--- config.mk ---
export PLATFORM = sky130hd
export DESIGN_NAME = decoder_scan
export DESIGN_NICKNAME = d
export VERILOG_FILES = /design/src/rtl/decoder_scan.sv
export SDC_FILE = /design/constraint.sdc
export NUM_CORES = 1
export LEC_CHECK = 0
export ABC_CLOCK_PERIOD_IN_PS = 1700
export CAP_MARGIN = 20
export CORE_MARGIN = 2
export CORE_UTILIZATION = 44
export DETAILED_ROUTE_END_ITERATION = 8
export GPL_TIMING_DRIVEN = 0
export PLACE_DENSITY = 0.81
export SLEW_MARGIN = 20
export SYNTH_ARGS = -nofsm -noshare
export SYNTH_HDL_FRONTEND = slang
export SYNTH_SLANG_ARGS = --single-unit
--- constraint.sdc ---
create_clock -name clk -period 1.7 [get_ports clk]
set_clock_uncertainty 0.05 [all_clocks]
set_input_delay 0.17 -clock clk [delete_from_list [all_inputs] [get_ports clk]]
set_output_delay 0.17 -clock clk [all_outputs]
set_load 0.005 [all_outputs]
--- src/rtl/decoder_scan.sv ---
// N-to-2^N one-hot select generator with registered outputs, blanking and
// an auto-scan mode that walks the active line at one step every DIV clocks.
module decoder_scan #(
    parameter int N   = 2,
    parameter int DIV = 4
) (
    input  logic                clk,
    input  logic                reset,
    input  logic                en,
    input  logic                mode,
    input  logic                load,
    input  logic                dir,
    input  logic [N-1:0]        a,
    output logic [(1<<N)-1:0]   y,
    output logic [N-1:0]        idx,
    output logic                wrap,
    output logic [1:0]          dbg_state
);

    localparam int W  = 1 << N;
    localparam int CW = (DIV > 1) ? $clog2(DIV) : 1;
    localparam logic [CW-1:0] COUNT_LAST = CW'(DIV - 1);
    localparam logic [N-1:0]  IDX_MAX    = {N{1'b1}};

    // Encoding is visible on dbg_state: 0 = OFF, 1 = DECODE, 2 = SCAN.
    typedef enum logic [1:0] {
        ST_OFF    = 2'd0,
        ST_DECODE = 2'd1,
        ST_SCAN   = 2'd2
    } state_t;

    state_t          state;
    state_t          state_d;
    logic [CW-1:0]   count;
    logic [CW-1:0]   count_d;
    logic [N-1:0]    idx_d;
    logic [N-1:0]    idx_step;
    logic            step_wraps;
    logic            wrap_d;
    logic [W-1:0]    y_d;

    always_comb begin
        state_d    = en ? (mode ? ST_SCAN : ST_DECODE) : ST_OFF;
        idx_step   = dir ? (idx - N'(1)) : (idx + N'(1));
        step_wraps = dir ? (idx == '0) : (idx == IDX_MAX);
        idx_d      = idx;
        count_d    = count;
        wrap_d     = 1'b0;

        // Actions follow the state being entered, so a mode or enable change
        // takes effect on the same edge that samples it and never steps.
        case (state_d)
            ST_OFF: begin
                count_d = '0;
            end
            ST_DECODE: begin
                idx_d   = a;
                count_d = '0;
            end
            ST_SCAN: begin
                if (load) begin
                    idx_d   = a;
                    count_d = '0;
                end else if (state != ST_SCAN) begin
                    count_d = '0;
                end else if (count == COUNT_LAST) begin
                    idx_d   = idx_step;
                    count_d = '0;
                    wrap_d  = step_wraps;
                end else begin
                    count_d = count + CW'(1);
                end
            end
            default: begin
                count_d = '0;
            end
        endcase

        y_d = '0;
        if (state_d != ST_OFF) begin
            y_d[idx_d] = 1'b1;
        end
    end

    always_ff @(posedge clk or posedge reset) begin
        if (reset) begin
            state <= ST_OFF;
            idx   <= '0;
            count <= '0;
            wrap  <= 1'b0;
            y     <= '0;
        end else begin
            state <= state_d;
            idx   <= idx_d;
            count <= count_d;
            wrap  <= wrap_d;
            y     <= y_d;
        end
    end

    assign dbg_state = state;

endmodule

==> run summary <==
The run finished with clean final reports. In the post-route analysis, the smallest setup slack over all paths is 0.163 ns. After clock tree synthesis, the setup repair step added 0 buffers. The die is 40.6 um wide. The number of buffers and inverters on the critical path is 0.

At the worst endpoint, the arrival time is 1.64 ns. The number of instances in the synthesized netlist is 59. The run gives 1270 sq um as the area of the core region. The sort of element at the start of the critical path was a flop.

For the worst-skew pair, the clock arrives at the later sink with an insertion delay of 0.26 ns. Max-cap violations in this run came to 0. For the total half-perimeter wirelength after legalization and detailed placement, the log shows 886 um. The run gives 407 as the number of global-route vias before repair. The largest individual stage delay along the critical path comes from the cell dfrtp_1.

Ranked by total cell area, the synthesized netlist is headed by dfrtp_1 47%, ha_1 4.3%, nand3_1 4.3%. In the global route stage, met2 resource usage came out at 23.8%. For this run, the slowest stage of the critical path takes 0.43 ns. Of the post-synthesis cell area, the dominant cell type holds 46.8%. Sequential elements use 46.8% of the synthesized area. Gates resized during post-CTS repair numbered 0.

CTS placed an instance of clkbuf_4 at the clock tree root. The tools report the antenna violation net count after detailed routing as 0. The run gives 0 as the number of slew-limit violations in the final report.

The worst hold margin was 0.141 ns. Share of flip-flops with an asynchronous set or reset after synthesis: 100%. The prevailing post-synth register cell is dfrtp_1. TritonCTS built the clock tree.

For the routed via count, the log shows 506. Counting along the longest clock path gives a buffer depth of 2. The CTS sink count came out at 11. For met3 alone, demand over resource in global routing was 5.56%.

dfrtp_1 is the most common cell in the netlist. Setup violations remaining at the end of the flow were counted as 0. The power per cell area came out at 721 nW/um^2. Summed over all instances, the cell type with the most area after synthesis is dfrtp_1.

Setup repair after global routing left no endpoint under its margin. The pre-antenna-repair detailed-routing pass consisted of 4 iterations. The logs give 0 for the count of hold-fix buffers inserted at cts and 1650 sq um for the total die area.

Clock-pin slew was measured on the worst setup and hold paths at 0.07 ns. The type of the worst min-delay path was in2async. After detailed routing, the number of remaining DRC violations is 0.

The number of warnings reported in the yosys synthesis log was 0. Counting the buffers created by CTS gives 3. Setup slack on the worst reg-to-reg path comes out at 0.16 ns.

The netlist uses 29 different library cells. The worst pin sits at a relative slew slack of 72.8%. The die height came out at 40.6 um.

After the first detailed-routing iteration, the DRC count stood at 24. The cell class contributing the biggest share of worst-path delay is simple AND/OR/NAND/NOR gates. The run gives 1 as the H-tree level count. The number of antenna violations at the first check in global routing came out at 0. The finished layout cell area was 793 sq um; the portion of the clock cycle consumed by the worst path in the final layout was 90.4%.

After synthesis, the mean cell area works out to 9.97 sq um. Once placement finished, the instance area stood at 767 sq um. Timing analysis after detailed placement gives a worst setup slack of -0.0578 ns. For this run, the top clock speed supported by timing is 650 MHz. In this run the number of cells on the critical path is 4. The flip-flop and latch count after synthesis is 11.

The routed design has 1.19 mm of wire. The count of input and output buffers is 16. Path depth of the worst reg2reg path: 4.

Entering global routing, the biggest net connects 12 pins. The data required time of the critical path came out at 1.80 ns. Total power for the finished layout comes to 0.572 mW. The layer flagged by global routing as most heavily used is met2.

During I/O placement, the number of pins put on the boundary was 17. For this run, global-route usage on met1 was measured as 22.7%. For the effective utilization at floorplan, the log shows 46.4%. The count of standard-cell rows was 13; the all-layer global routing usage was 17.2%. Along the worst path, the maximum fanout reaches 5.

Traced cell by cell, the critical path runs through or3b_1 -> mux2i_1 -> nand2b_1 -> a31oi_1. The smallest clock period supported by the final layout is computed as 1.54 ns. 0 antenna diodes ended up in the layout. Type of the worst setup path: reg2reg.

The first global-routing pass estimated 1.79 mm of wire. Across the VDD grid, the largest voltage drop is 430 uV. In this run, synthesis inferred 0 flip-flops with an integrated enable. Routability-driven placement finished with a final weighted congestion of 0.753.

The sum of negative setup slack came out at 0 ns. Counting instances in the post-synthesis netlist gives the leading cell types as 11 x dfrtp_1, 5 x nand3_1, 4 x inv_1. STA classifies the critical path endpoint as a flop. The ratio of cells with drive above 1 in the final layout is 7.59%, and the standby leakage power is 0.348 nW. The final routed wire length divided by cell count came out at 12.6 um. After synthesis the cells add up to 588 sq um. After detailed routing, the number of vias per cell comes to 5.38. The count of nets after finishing was 90; the total congestion overflow after global routing was 0. From synthesis to final layout, the design area changed by 34.9%. The run gives 0 as the number of hold-slack violations in the final timing report. Synthesis produced a netlist with a net count of 69. At the pin with the least slew margin, the transition time is 0.407 ns.
[path summary, 6_finish.rpt]
kind,startpoint,endpoint
worst max-delay path,idx[0],y[3]
worst min-delay path,reset,y[0]
worst max register to register,idx[0],y[3]
worst min register to register,count[0],count[0]
max in group asynchronous,reset,dbg_state[0]
min in group clk,count[0],count[0]
[layout by cell type, fill, tap and decap left out, drive strengths merged]
master,synthesis,layout
clkdlybuf4s50,0,16
nand4,1,1
and2,1,1
nand2,2,2
mux2i,1,1
buf,1,1
and3,1,1
a31oi,2,2
a22o,2,2
nor3,1,1
nor2b,4,4
a21oi,1,1
ha,2,2
o21ai,3,3
xnor2,1,1
dfrtp,11,11
nor2,3,3
nand2b,3,3
nand3,5,5
o22ai,1,1
clkbuf,1,5
a32o,1,1
inv,4,4
nand3b,3,3
or3,2,2
xor2,1,1
or3b,1,1
[cell type report]
| class | instances | area (sq um) |
|---|---|---|
| Fill cell | 115 | 475 |
| Multi-Input combinational cell | 42 | 283 |
| Sequential cell | 11 | 275 |
| Timing Repair Buffer | 16 | 160 |
| Clock buffer | 4 | 26.3 |
| Tap cell | 15 | 18.8 |
| Buffer | 2 | 15.0 |
| Inverter | 4 | 15.0 |
[stage by stage]
stage | instances | util, %
final | 94 | 62.5
after global routing | 94 | 62.5
after CTS | 94 | 62.5
after detailed placement | 90 | 60.5
after global placement | 90 | 60.5
after floorplan | 59 | -
[power breakdown]
group,switching (mW),internal [mW]
registers,0.0131,0.275
logic,0.0459,0.0612
clock network,0.0860,0.0908
[routing by layer]
| metal | vias up | share of wire [%] |
|---|---|---|
| met4 | 0 | 0 |
| met2 | 19 | 51 |
| met1 | 238 | 43 |
| met5 | - | 0 |
| li1 | 249 | - |
| met3 | 0 | 6.7 |
[registers in the layout, indices dropped and copies added, names as in the netlist]
| register | cells |
|---|---|
| y | 4 |
| count | 2 |
| dbg_state | 2 |
| idx | 2 |
| wrap | 1 |
[kinds of logic (layout without fill, tap and decap cells)]
kind of cell	Yosys count	after routing	synth area share (%)
DFF	11	11	46.8
xor gates and xnor gates	2	2	2.98
muxes	1	1	1.70
and+or+nand+nor	27	27	27.7
AOI/OAI and AO/OA	10	10	11.5
buffers and inverters	6	26	5.10
adders and majority gates	2	2	4.25
[worst reg2reg max path, delay by kind of cell (launching register included)]
family | cells | cell delay, ns
AND/OR/NAND/NOR | 2 | 0.58
flip-flops | 1 | 0.43
AO/OA/AOI/OAI | 1 | 0.05
multiplexers | 1 | 0.32
(Power assumes the default switching activity.)
